**src/rtl/alarm_seq_ctrl.sv**
```systemverilog
`default_nettype none
// =============================================================================
// Module   : alarm_seq_ctrl
// Brief    : Alarm sequencer that arms, rings, snoozes and auto-silences the
//            buzzer. Optional macro ALARM_BEEP_EN gives a 1 s on / 1 s off buzz.
// Revision : 1.0 - initial release
// =============================================================================
module alarm_seq_ctrl #(
  parameter int SNOOZE_SEC = 300,
  parameter int RING_SEC   = 60,
  parameter int MAX_SNOOZE = 3
) (
  input  logic                              clk,
  input  logic                              rst,
  input  logic                              tick,
  input  logic                              alarm_on,
  input  logic                              match,
  input  logic                              snooze_btn,
  input  logic                              stop_btn,
  output logic                              buzz,
  output logic                              ringing,
  output logic                              snoozing,
  output logic [$clog2(SNOOZE_SEC+1)-1:0]   snz_left,
  output logic [$clog2(MAX_SNOOZE+1)-1:0]   snz_used,
  output logic                              missed
);

  localparam int c_snz_w  = $clog2(SNOOZE_SEC+1);
  localparam int c_used_w = $clog2(MAX_SNOOZE+1);
  localparam int c_ring_w = (RING_SEC > 1) ? $clog2(RING_SEC) : 1;

  localparam logic [c_snz_w-1:0]  c_snz_init  = c_snz_w'(SNOOZE_SEC);
  localparam logic [c_snz_w-1:0]  c_snz_one   = c_snz_w'(1);
  localparam logic [c_ring_w-1:0] c_ring_last = c_ring_w'(RING_SEC-1);
  localparam logic [c_used_w-1:0] c_used_max  = c_used_w'(MAX_SNOOZE);

  typedef enum logic [1:0] {
    S_OFF     = 2'd0,
    S_ARMED   = 2'd1,
    S_RINGING = 2'd2,
    S_SNOOZE  = 2'd3
  } state_t;

  state_t                r_state, w_state_nxt;
  logic                  r_match_q, r_snooze_q, r_stop_q;
  logic [c_ring_w-1:0]   r_ring_cnt, w_ring_cnt_nxt;
  logic [c_snz_w-1:0]    r_snz_left, w_snz_left_nxt;
  logic [c_used_w-1:0]   r_snz_used, w_snz_used_nxt;
  logic                  r_missed, w_missed_nxt;

  logic w_match_rise, w_snz_press, w_stop_press;

  assign w_match_rise = match      & ~r_match_q;
  assign w_snz_press  = snooze_btn & ~r_snooze_q;
  assign w_stop_press = stop_btn   & ~r_stop_q;

  always_ff @(posedge clk) begin
    if (rst) begin
      r_state    <= S_OFF;
      r_match_q  <= 1'b0;
      r_snooze_q <= 1'b0;
      r_stop_q   <= 1'b0;
      r_ring_cnt <= '0;
      r_snz_left <= '0;
      r_snz_used <= '0;
      r_missed   <= 1'b0;
    end else begin
      r_state    <= w_state_nxt;
      r_match_q  <= match;
      r_snooze_q <= snooze_btn;
      r_stop_q   <= stop_btn;
      r_ring_cnt <= w_ring_cnt_nxt;
      r_snz_left <= w_snz_left_nxt;
      r_snz_used <= w_snz_used_nxt;
      r_missed   <= w_missed_nxt;
    end
  end

  always_comb begin
    w_state_nxt    = r_state;
    w_ring_cnt_nxt = r_ring_cnt;
    w_snz_left_nxt = r_snz_left;
    w_snz_used_nxt = r_snz_used;
    w_missed_nxt   = r_missed;

    if (!alarm_on) begin
      w_state_nxt    = S_OFF;
      w_ring_cnt_nxt = '0;
      w_snz_left_nxt = '0;
      w_snz_used_nxt = '0;
      w_missed_nxt   = 1'b0;
    end else begin
      case (r_state)
        S_OFF: w_state_nxt = S_ARMED;

        S_ARMED: begin
          if (w_stop_press) w_missed_nxt = 1'b0;
          if (w_match_rise) begin
            w_state_nxt    = S_RINGING;
            w_ring_cnt_nxt = '0;
            w_snz_used_nxt = '0;
          end
        end

        S_RINGING: begin
          // An exhausted snooze press falls through so the tick still counts
          if (w_stop_press) begin
            w_state_nxt    = S_ARMED;
            w_missed_nxt   = 1'b0;
            w_ring_cnt_nxt = '0;
          end else if (w_snz_press && (r_snz_used < c_used_max)) begin
            w_state_nxt    = S_SNOOZE;
            w_snz_left_nxt = c_snz_init;
            w_snz_used_nxt = r_snz_used + 1'b1;
            w_ring_cnt_nxt = '0;
          end else if (tick) begin
            if (r_ring_cnt == c_ring_last) begin
              w_state_nxt    = S_ARMED;
              w_missed_nxt   = 1'b1;
              w_ring_cnt_nxt = '0;
            end else begin
              w_ring_cnt_nxt = r_ring_cnt + 1'b1;
            end
          end
        end

        S_SNOOZE: begin
          if (w_stop_press) begin
            w_state_nxt    = S_ARMED;
            w_snz_left_nxt = '0;
          end else if (tick) begin
            if (r_snz_left == c_snz_one) begin
              w_state_nxt    = S_RINGING;
              w_ring_cnt_nxt = '0;
              w_snz_left_nxt = '0;
            end else begin
              w_snz_left_nxt = r_snz_left - 1'b1;
            end
          end
        end

        default: w_state_nxt = S_OFF;
      endcase
    end
  end

  assign ringing  = (r_state == S_RINGING);
  assign snoozing = (r_state == S_SNOOZE);
  assign snz_left = r_snz_left;
  assign snz_used = r_snz_used;
  assign missed   = r_missed;

`ifdef ALARM_BEEP_EN
  logic r_beep_phase, w_beep_nxt;

  // Phase restarts high on each ring entry and flips every tick while ringing
  always_comb begin
    w_beep_nxt = 1'b0;
    if (w_state_nxt == S_RINGING) begin
      if (r_state != S_RINGING) w_beep_nxt = 1'b1;
      else if (tick)            w_beep_nxt = ~r_beep_phase;
      else                      w_beep_nxt = r_beep_phase;
    end
  end

  always_ff @(posedge clk) begin
    if (rst) r_beep_phase <= 1'b0;
    else     r_beep_phase <= w_beep_nxt;
  end

  assign buzz = ringing & r_beep_phase;
`else
  assign buzz = ringing;
`endif

endmodule
`default_nettype wire

```
**config.mk**
```make
export PLATFORM = sky130hd
export DESIGN_NAME = alarm_seq_ctrl
export DESIGN_NICKNAME = d
export VERILOG_FILES = /design/src/rtl/alarm_seq_ctrl.sv
export SDC_FILE = /design/constraint.sdc
export NUM_CORES = 1
export LEC_CHECK = 0
export CAP_MARGIN = 20
export CORE_ASPECT_RATIO = 0.75
export CORE_MARGIN = 2
export CORE_UTILIZATION = 57
export DETAILED_ROUTE_END_ITERATION = 8
export GPL_TIMING_DRIVEN = 0
export PLACE_DENSITY = 0.84
export SYNTH_ARGS = -nofsm -noshare
export SYNTH_HDL_FRONTEND = slang
export SYNTH_SLANG_ARGS = --single-unit
```
**constraint.sdc**
```tcl
create_clock -name clk -period 3.95 [get_ports clk]
set_input_delay 0.79 -clock clk [delete_from_list [all_inputs] [get_ports clk]]
set_output_delay 0.79 -clock clk [all_outputs]
set_load 0.01 [all_outputs]
```
# Word level (Yosys, flattened, before mapping)
# Index checks and enable logic that the tools add are counted.
# totals
word_cells	83
input_bits	7
regBits	23
# classes
bitwise	7
n_addsub	3
eq_ne	19
muxes	34
magnitude_cmp	1
reduce_logical	11
# op_table
operator	n
$mux W6	8
$mux W9	5
$mux W2	11
$pmux W6 S3	1
$pmux W9 S2	1
$ne A2 B2 Y1 const B	5
$reduce_and A5 Y1	2
$eq A9 B1 Y1 const B	1
$sub A9 B1 Y9 const B	1
$pmux W2 S4	1
$reduce_and A4 Y1	2
$add A6 B1 Y6 const B	1
$eq A6 B6 Y1 const B	1
$ne A3 B1 Y1 const B	2
$ne A3 B2 Y1 const B	2
$reduce_and A6 Y1	1
$mux W1	5
$eq A2 B2 Y1 const B	2
$ne A2 B1 Y1 const B	2
$ne A4 B1 Y1 const B	1
$ne A4 B2 Y1 const B	1
$not A1 Y1	4
$pmux W2 S2	1
$reduce_bool A2 Y1	2
other kinds (10)	12

# Depth between registers and ports, before layout
# Gate-level depths: netlist of run 1.
# logic_depth
ltp_word	6
mapped_depth	9

# Worst setup path after synthesis of run 1
# Ideal clock, no wire load.
# synth_path
path_type	input port to flip-flop
start	input snooze_btn
end	register r_state[1]
n_path_buf	0
slack_ps	1838
stages	5
arrival_time_ps	1995
setup_ps	117
path_cell_list	or3b_1 > and3_1 > a211oi_2 > o21ai_1 > a32o_1
# synth_via
elab_chain_cells	5
# synth_rtl
element	line_no	source
start: declaration	18	input logic snooze_btn,
$and A1 B1 Y1 (*)	54	assign w_snz_press = snooze_btn & ~r_snooze_q;
$logic_and A1 B1 Y1 (*)	111	end else if (w_snz_press && (r_snz_used < c_used_max)) begin
$mux W2	111	
$mux W2	107	if (w_stop_press) begin
$pmux W2 S4	93	case (r_state)
end signal: assignment	68	r_state <= w_state_nxt;
end: declaration	44	state_t r_state, w_state_nxt;
# Every way passes the cells marked *; elsewhere a longest branch is shown, timed or not.
# A chain may end at the register's enable or synchronous reset.

# Worst setup path in the final report of run 1
# layout_path
start	input snooze_btn
end	register r_snz_left[1], in the netlist snz_left[1]
# layout_via
elab_chain_cells	4
# layout_rtl
element	line_no	source
$and A1 B1 Y1	54	
$logic_and A1 B1 Y1	111	
$ne A2 B1 Y1 (no source line)	n/a	
$reduce_and A4 Y1 (no source line)	n/a	
end signal: assignment	73	r_snz_left <= w_snz_left_nxt;
end: declaration	47	logic [c_snz_w-1:0] r_snz_left, w_snz_left_nxt;
# Every way passes these cells.

==> flow_metrics.env, run 1 <==
export IMPL_rows=15
export IMPL_power_density_mw_per_mm2=244.3
export IMPL_critPathRequiredTime_ps=4220
export IMPL_syn_cell_area_mm2=0.001415
export IMPL_routabilityCongestion=0.8376
export IMPL_grt_total_usage=0.2580
export IMPL_startpoint="snooze_btn"
export IMPL_crit_arrival_ps=2760
export IMPL_seq_area_frac_synth=0.3254
export IMPL_max_slew_margin_rel=0.6691
export IMPL_netlist_area_leader_share=0.3254
export IMPL_ys_types=51
export IMPL_peakVddDrop_v=0.0001528
export IMPL_layout_worst_path_cycle_share=0.6307
export IMPL_ys_seq_elements=23
export IMPL_num_fill_cells=200
export IMPL_setup_worst_path_class="input port to flop"
export IMPL_nets=205
export IMPL_switchingPower_w=0.0001150
export IMPL_synth_flop_cell="dfxtp_1"
export IMPL_drv_cap=0
export IMPL_drt_iter0_markers=59
export IMPL_reg2reg_to="snz_left[1]"
export IMPL_path_clk_slew_ps=130
export IMPL_yosysWarnings=0
export IMPL_timing_rr_start="r_state[0]"
export IMPL_ctsHoldBuffers=0
export IMPL_cp_end_kind="flop"
export IMPL_syn_area_per_cell_um2=8.629
export IMPL_syn_nets=179
export IMPL_vias=1333
export IMPL_swShare=0.2777
export IMPL_root_buffer="clkbuf_4"
export IMPL_max_clock_path_buffers=2
export IMPL_endpoint="snz_left[1]"
export IMPL_die_w_um=61.54
export IMPL_cts_tree="built"
export IMPL_drt_wl_total_mm=3.374
export IMPL_netlist_top_cells_area="dfxtp_1, ha_1, a21oi_1"
export IMPL_synth_commonest_cells="dfxtp_1, a21oi_1, nand2_1"
export IMPL_coreArea_mm2=0.002327
export IMPL_die_area_mm2=0.002901
export IMPL_yosysTopAreaCell="dfxtp_1"
export IMPL_tightestPinTransition_ps=495.1
export IMPL_overflow=0
export IMPL_firstDrtPassIters=4
export IMPL_antenna_found_initial=0
export IMPL_hpwlAfterDp_mm=2.591
export IMPL_tns_ps=0
export IMPL_drive_gt1_frac=0.09524
export IMPL_hp_class="flop to flop"
export IMPL_crit_fanout=7
export IMPL_fin_crit_ps=2491
export IMPL_num_antenna_cells=0
export IMPL_post_drt_wl_per_cell_um=15.13
export IMPL_netlist_instances=164
export IMPL_synth_most_common_cell="dfxtp_1"
export IMPL_initial_utilization=0.6081
export IMPL_drc=0
export IMPL_hold_violations=0
export IMPL_synth_edff_count=0
export IMPL_first_global_vias=1200
export IMPL_ys_async_sr_fraction=0
export IMPL_finalClockSkew_ps=3.577
export IMPL_start_kind="input port"
export IMPL_cts_made_buffers=3
export IMPL_slew_viol_final=0
export IMPL_reg2reg_slack_ps=1680
export IMPL_syn_to_final_growth_pct=19.81
export IMPL_power_frac_comb=0.148
export IMPL_setup_viol=0
export IMPL_reg2regPathDepth=8
export IMPL_die_h_um=47.15
export IMPL_sequentialPowerShare=0.575
export IMPL_cts_setup_buffers=0
export IMPL_whs_ps=487.9
export IMPL_ant_nets=0
export IMPL_portBuffers=21
export IMPL_cts_repair_resized=0
export IMPL_intPower_w=0.0002991
export IMPL_clkPwrFrac=0.277
export IMPL_rsz0062_at_grt="no"
export IMPL_ios=22
export IMPL_grt_pass1_wl_mm=5.444
export IMPL_clock_sinks=23
export IMPL_status="finished clean"
export IMPL_grt_max_degree=14
export IMPL_vias_per_cell=5.978
export IMPL_fmax_ghz=0.4014
export IMPL_hp_start="r_ring_cnt[1]"
export IMPL_clk_latency_ps=330
export IMPL_cts_max_level=1
export IMPL_p_leak_nw=0.6131
## placed cells by master (no fill, tap or decap), types with 2 or more instances in the layout
cell type and count:
a211oi_1 3, a21o_1 2, a21oi_1 14, a311oi_1 2, a41oi_1 2, and3_1 2, buf_2 3, clkbuf_1 4
clkbuf_4 3, clkdlybuf4s50_1 21, dfxtp_1 23, ha_1 8, inv_1 8, nand2_1 12, nand2b_1 4, nand3_1 8
nor2_1 9, nor2b_1 8, nor3_1 4, o21ai_1 9, o221a_1 2, o32ai_2 2, or3_1 3, xnor2_1 3
## through the flow
stage          setup WS [ps]   power, W  instances  cell area, µm²  utilization
2_1_floorplan           1838  0.0002828        164            1415            -
3_3_place_gp            1145  0.0003013        219            1668       0.7167
3_5_place_dp            1147  0.0003035        219            1668       0.7167
4_1_cts                 1471  0.0004158        223            1695       0.7285
5_1_grt                 1314  0.0004314        223            1695       0.7285
6_report                1459  0.0004142        223            1695       0.7285
## power by group through the flow
stage	registers (W)	clock network, W	logic [W]
floorplan	0.000243	0	0.0000398
global placement	0.000243	0	0.0000582
detailed placement	0.000243	0	0.0000601
CTS	0.000238	0.000117	0.0000607
global route	0.000239	0.000126	0.0000667
finish	0.000238	0.000115	0.0000612
## cell type report
class                   count  area, µm²  area share
well taps                  34      42.54     0.02509
repair buffers             21      210.2      0.1240
clock buffers               3      22.52     0.01328
inverters                   8      30.03     0.01771
flip-flops and latches     23      460.4      0.2716
plain buffers               8      37.54     0.02214
multi-input cells         125      887.1      0.5232
clock inverters             1      5.005    0.002952
## worst max-delay path, cell delays in order
cell             delay [ps]
clkdlybuf4s50_1         480
nor3b_2                 300
o2111ai_1               250
and2_1                  230
clkbuf_1                180
or3_1                   380
a21oi_1                 150
## cell families after synthesis
logic type      synth area share
compound gates            0.2697
xor+xnor                 0.01857
fa+ha+maj                0.07074
buf+inv                  0.04774
flops                     0.3254
mux                     0.007074
simple gates              0.2608
## per-layer routing
layer	wire length (µm)	global-route usage	part of all wire	vias up
li1	-	-	-	659
met1	1609	0.3423	0.48	639
met2	1581	0.4316	0.47	30
met3	146	0.05785	0.043	5
met4	37	0.06383	0.011	0
met5	0	0	0	-
## registers in the layout, indices dropped and copies added (netlist names)
name        flops
missed          1
r_match_q       1
r_ring_cnt      6
r_snooze_q      1
r_state         2
r_stop_q        1
snz_left        9
snz_used        2
## worst min-delay path by stage
stage | to | cells after the start | slack [ps]
6_report | r_ring_cnt[1] | 2 | 490
5_1_grt | r_ring_cnt[1] | 2 | 530
4_1_cts | r_ring_cnt[1] | 2 | 490
3_5_place_dp | r_ring_cnt[1] | 2 | 480
3_3_place_gp | r_ring_cnt[1] | 2 | 460
2_1_floorplan | r_ring_cnt[1] | 2 | 440
No activity file was read; power rests on OpenSTA's default activity.
==> inputs of run 2 (changes only) <==
Settings changed: CORE_UTILIZATION 57 to 48, PLACE_DENSITY 0.84 to 0.75.
Clock period 3.95 ns to 2.2 ns, I/O delays scaled along.
==> run 2 against run 1 <==
  * Count of clock-buffer cells in the layout increased by 1
  * Clock skew increased by 3.5 ps
  * Global-route usage fell by 4.4 points
  * Via count shrank 0.45%
  * Non-clock buffer count decreased by 1
  * Flip-flop and latch count stayed put
  * Hold slack improved by 1.5 ps
  * First-iteration DRC count fell by 1.7%
  * Total power rose by 93%
  * Critical path depth decreased by 1
  * Sequential share of layout area fell by 0.59 points
==> flow_metrics.env, run 2 (synthesis gave the netlist of run 1 again) <==
export IMPL_setup_viol=0
export IMPL_cp_num_buf_inv=1
export IMPL_grt_total_usage=0.2140
export IMPL_tightestPinTransition_ps=525.7
export IMPL_p_leak_nw=0.6221
export IMPL_antenna_found_initial=0
export IMPL_crit_family="compound AO/OA/AOI/OAI gates"
export IMPL_timing_rr_start="snz_used[0]"
export IMPL_ios=22
export IMPL_drv_cap=0
export IMPL_portBuffers=21
export IMPL_rows=17
export IMPL_reg2reg_to="r_state[1]"
export IMPL_drt_iter0_markers=58
export IMPL_utilization=0.6052
export IMPL_hp_start="r_ring_cnt[1]"
export IMPL_clock_sinks=23
export IMPL_drc=0
export IMPL_worst_path_max_delay_cell="clkdlybuf4s50_1"
export IMPL_path_clk_slew_ps=80
export IMPL_grt_pass1_wl_mm=5.520
export IMPL_crit_chain="clkdlybuf4s50_1 -> or3b_1 -> and3_1 -> a211oi_2 -> o21ai_1 -> a32o_1"
export IMPL_cts_max_level=1
export IMPL_layout_worst_path_cycle_share=0.9690
export IMPL_vias=1327
export IMPL_finalClockSkew_ps=7.051
export IMPL_syn_to_final_growth_pct=22.81
export IMPL_critPathRequiredTime_ps=2360
export IMPL_stdcell_area_mm2=0.001738
export IMPL_dp_cells=223
export IMPL_status="finished clean"
export IMPL_firstDrtPassIters=4
export IMPL_hp_class="flop to flop"
export IMPL_routabilityCongestion=0.8427
export IMPL_place_area_mm2=0.001673
export IMPL_root_buffer="clkbuf_8"
export IMPL_reg2reg_slack_ps=150
export IMPL_max_slew_margin_rel=0.6496
export IMPL_fmax_ghz=0.4691
export IMPL_drive_gt1_frac=0.1064
export IMPL_nets=204
export IMPL_num_antenna_cells=0
export IMPL_die_w_um=66.70
export IMPL_holdPathStages=2
export IMPL_first_global_vias=1244
export IMPL_cp_end_kind="flop"
export IMPL_final_cell_count_no_fill=226
export IMPL_post_drt_wl_per_cell_um=14.38
export IMPL_drt_wl_total_mm=3.251
export IMPL_final_common_cell="dfxtp_1"
export IMPL_largest_register_ff_count=9
export IMPL_slew_viol_final=0
export IMPL_vias_per_cell=5.872
export IMPL_rsz0062_at_grt="no"
export IMPL_min_to="r_ring_cnt[1]"
export IMPL_crit_fanout=5
export IMPL_slowest_delay_ps=490
export IMPL_power_density_mw_per_mm2=458.8
export IMPL_clk_latency_ps=260
export IMPL_grt_util_met3=0.04846
export IMPL_grt_max_degree=13
export IMPL_hpwlAfterDp_mm=2.509
export IMPL_ant_nets=0
export IMPL_max_clock_path_buffers=2
export IMPL_coreArea_mm2=0.002872
export IMPL_die_h_um=51.02
export IMPL_fin_crit_ps=2132
export IMPL_post_place_ws_ps=-307.1
export IMPL_initial_utilization=0.4928
export IMPL_start_kind="input port"
export IMPL_overflow=0
export IMPL_peakVddDrop_v=0.0003706
export IMPL_die_area_mm2=0.003403
export IMPL_final_cell_mix="dfxtp_1, clkdlybuf4s50_1, a21oi_1"
export IMPL_reg2regPathDepth=6
export IMPL_hold_violations=0
export IMPL_num_fill_cells=270
export IMPL_setup_worst_path_class="input port to flop"
export IMPL_cts_tree="built"
export IMPL_grt_busiest_layer="met2"
export IMPL_gr_usage_met2=0.3583
export IMPL_crit_arrival_ps=2290
export IMPL_fin_ws_ps=68.11
export IMPL_cts_made_buffers=3
export IMPL_grt_use_met1=0.2758
-- run 2: tightest hold or removal path: cells and delay by family, from the launching register on --
family           cells  cell delay (ps)
AO/OA/AOI/OAI        1               50
flip-flops           1              330
AND/OR/NAND/NOR      1               60
-- run 2: how the worst max path moves through the flow --
stage / slack (ps) / from / endpoint / cells after the start
3_3_place_gp: -260 / snooze_btn / snz_left[1] / 7
2_1_floorplan: 220 / r_state[0] / snz_left[1] / 8
6_report: 70 / snooze_btn / r_state[1] / 6
3_5_place_dp: -310 / snooze_btn / snz_left[1] / 7
5_1_grt: 6 / snooze_btn / r_state[1] / 6
4_1_cts: 4 / snooze_btn / snz_left[1] / 7
-- run 2: report_power, final --
| part | switching (W) | internal (W) | leakage [nW] |
|---|---|---|---|
| registers | 0.00000570 | 0.000422 | 0.187 |
| logic | 0.0000630 | 0.0000475 | 0.413 |
| clock network | 0.000130 | 0.000129 | 0.0228 |
| total | 0.000199 | 0.000599 | 0.622 |
-- run 2: cell type report --
cell class / count / area (µm²) / share of cell area
Inverter: 8 / 30.03 / 0.01728
Sequential cell: 23 / 461.7 / 0.2657
Clock buffer: 4 / 45.04 / 0.02592
Tap cell: 38 / 47.55 / 0.02736
Buffer: 7 / 35.03 / 0.02016
Multi-Input combinational cell: 125 / 908.4 / 0.5227
Timing Repair Buffer: 21 / 210.2 / 0.1210
-- run 2: layer usage --
| layer | part of all wire | up-vias |
|---|---|---|
| li1 | - | 653 |
| met1 | 0.49 | 624 |
| met2 | 0.45 | 46 |
| met3 | 0.046 | 4 |
| met4 | 0.0058 | 0 |
| met5 | 0 | - |
-- run 2: stage by stage --
step | power, W | hold WS (ps) | TNS [ps]
detailed placement | 0.0005440 | 493.4 | -1809
finish | 0.0007973 | 489.4 | 0
global route | 0.0008381 | 526.5 | 0
floorplan | 0.0005077 | 444.3 | 0
global placement | 0.0005422 | 460.5 | -1543
CTS | 0.0008084 | 503.9 | 0
-- run 2: what timing repair did --
item	4_1_cts	5_1_grt
resized for setup	2	3
setup buffers	0	0
hold buffers	0	0
endpoints found under the setup margin	2	8
gates cloned	0	0
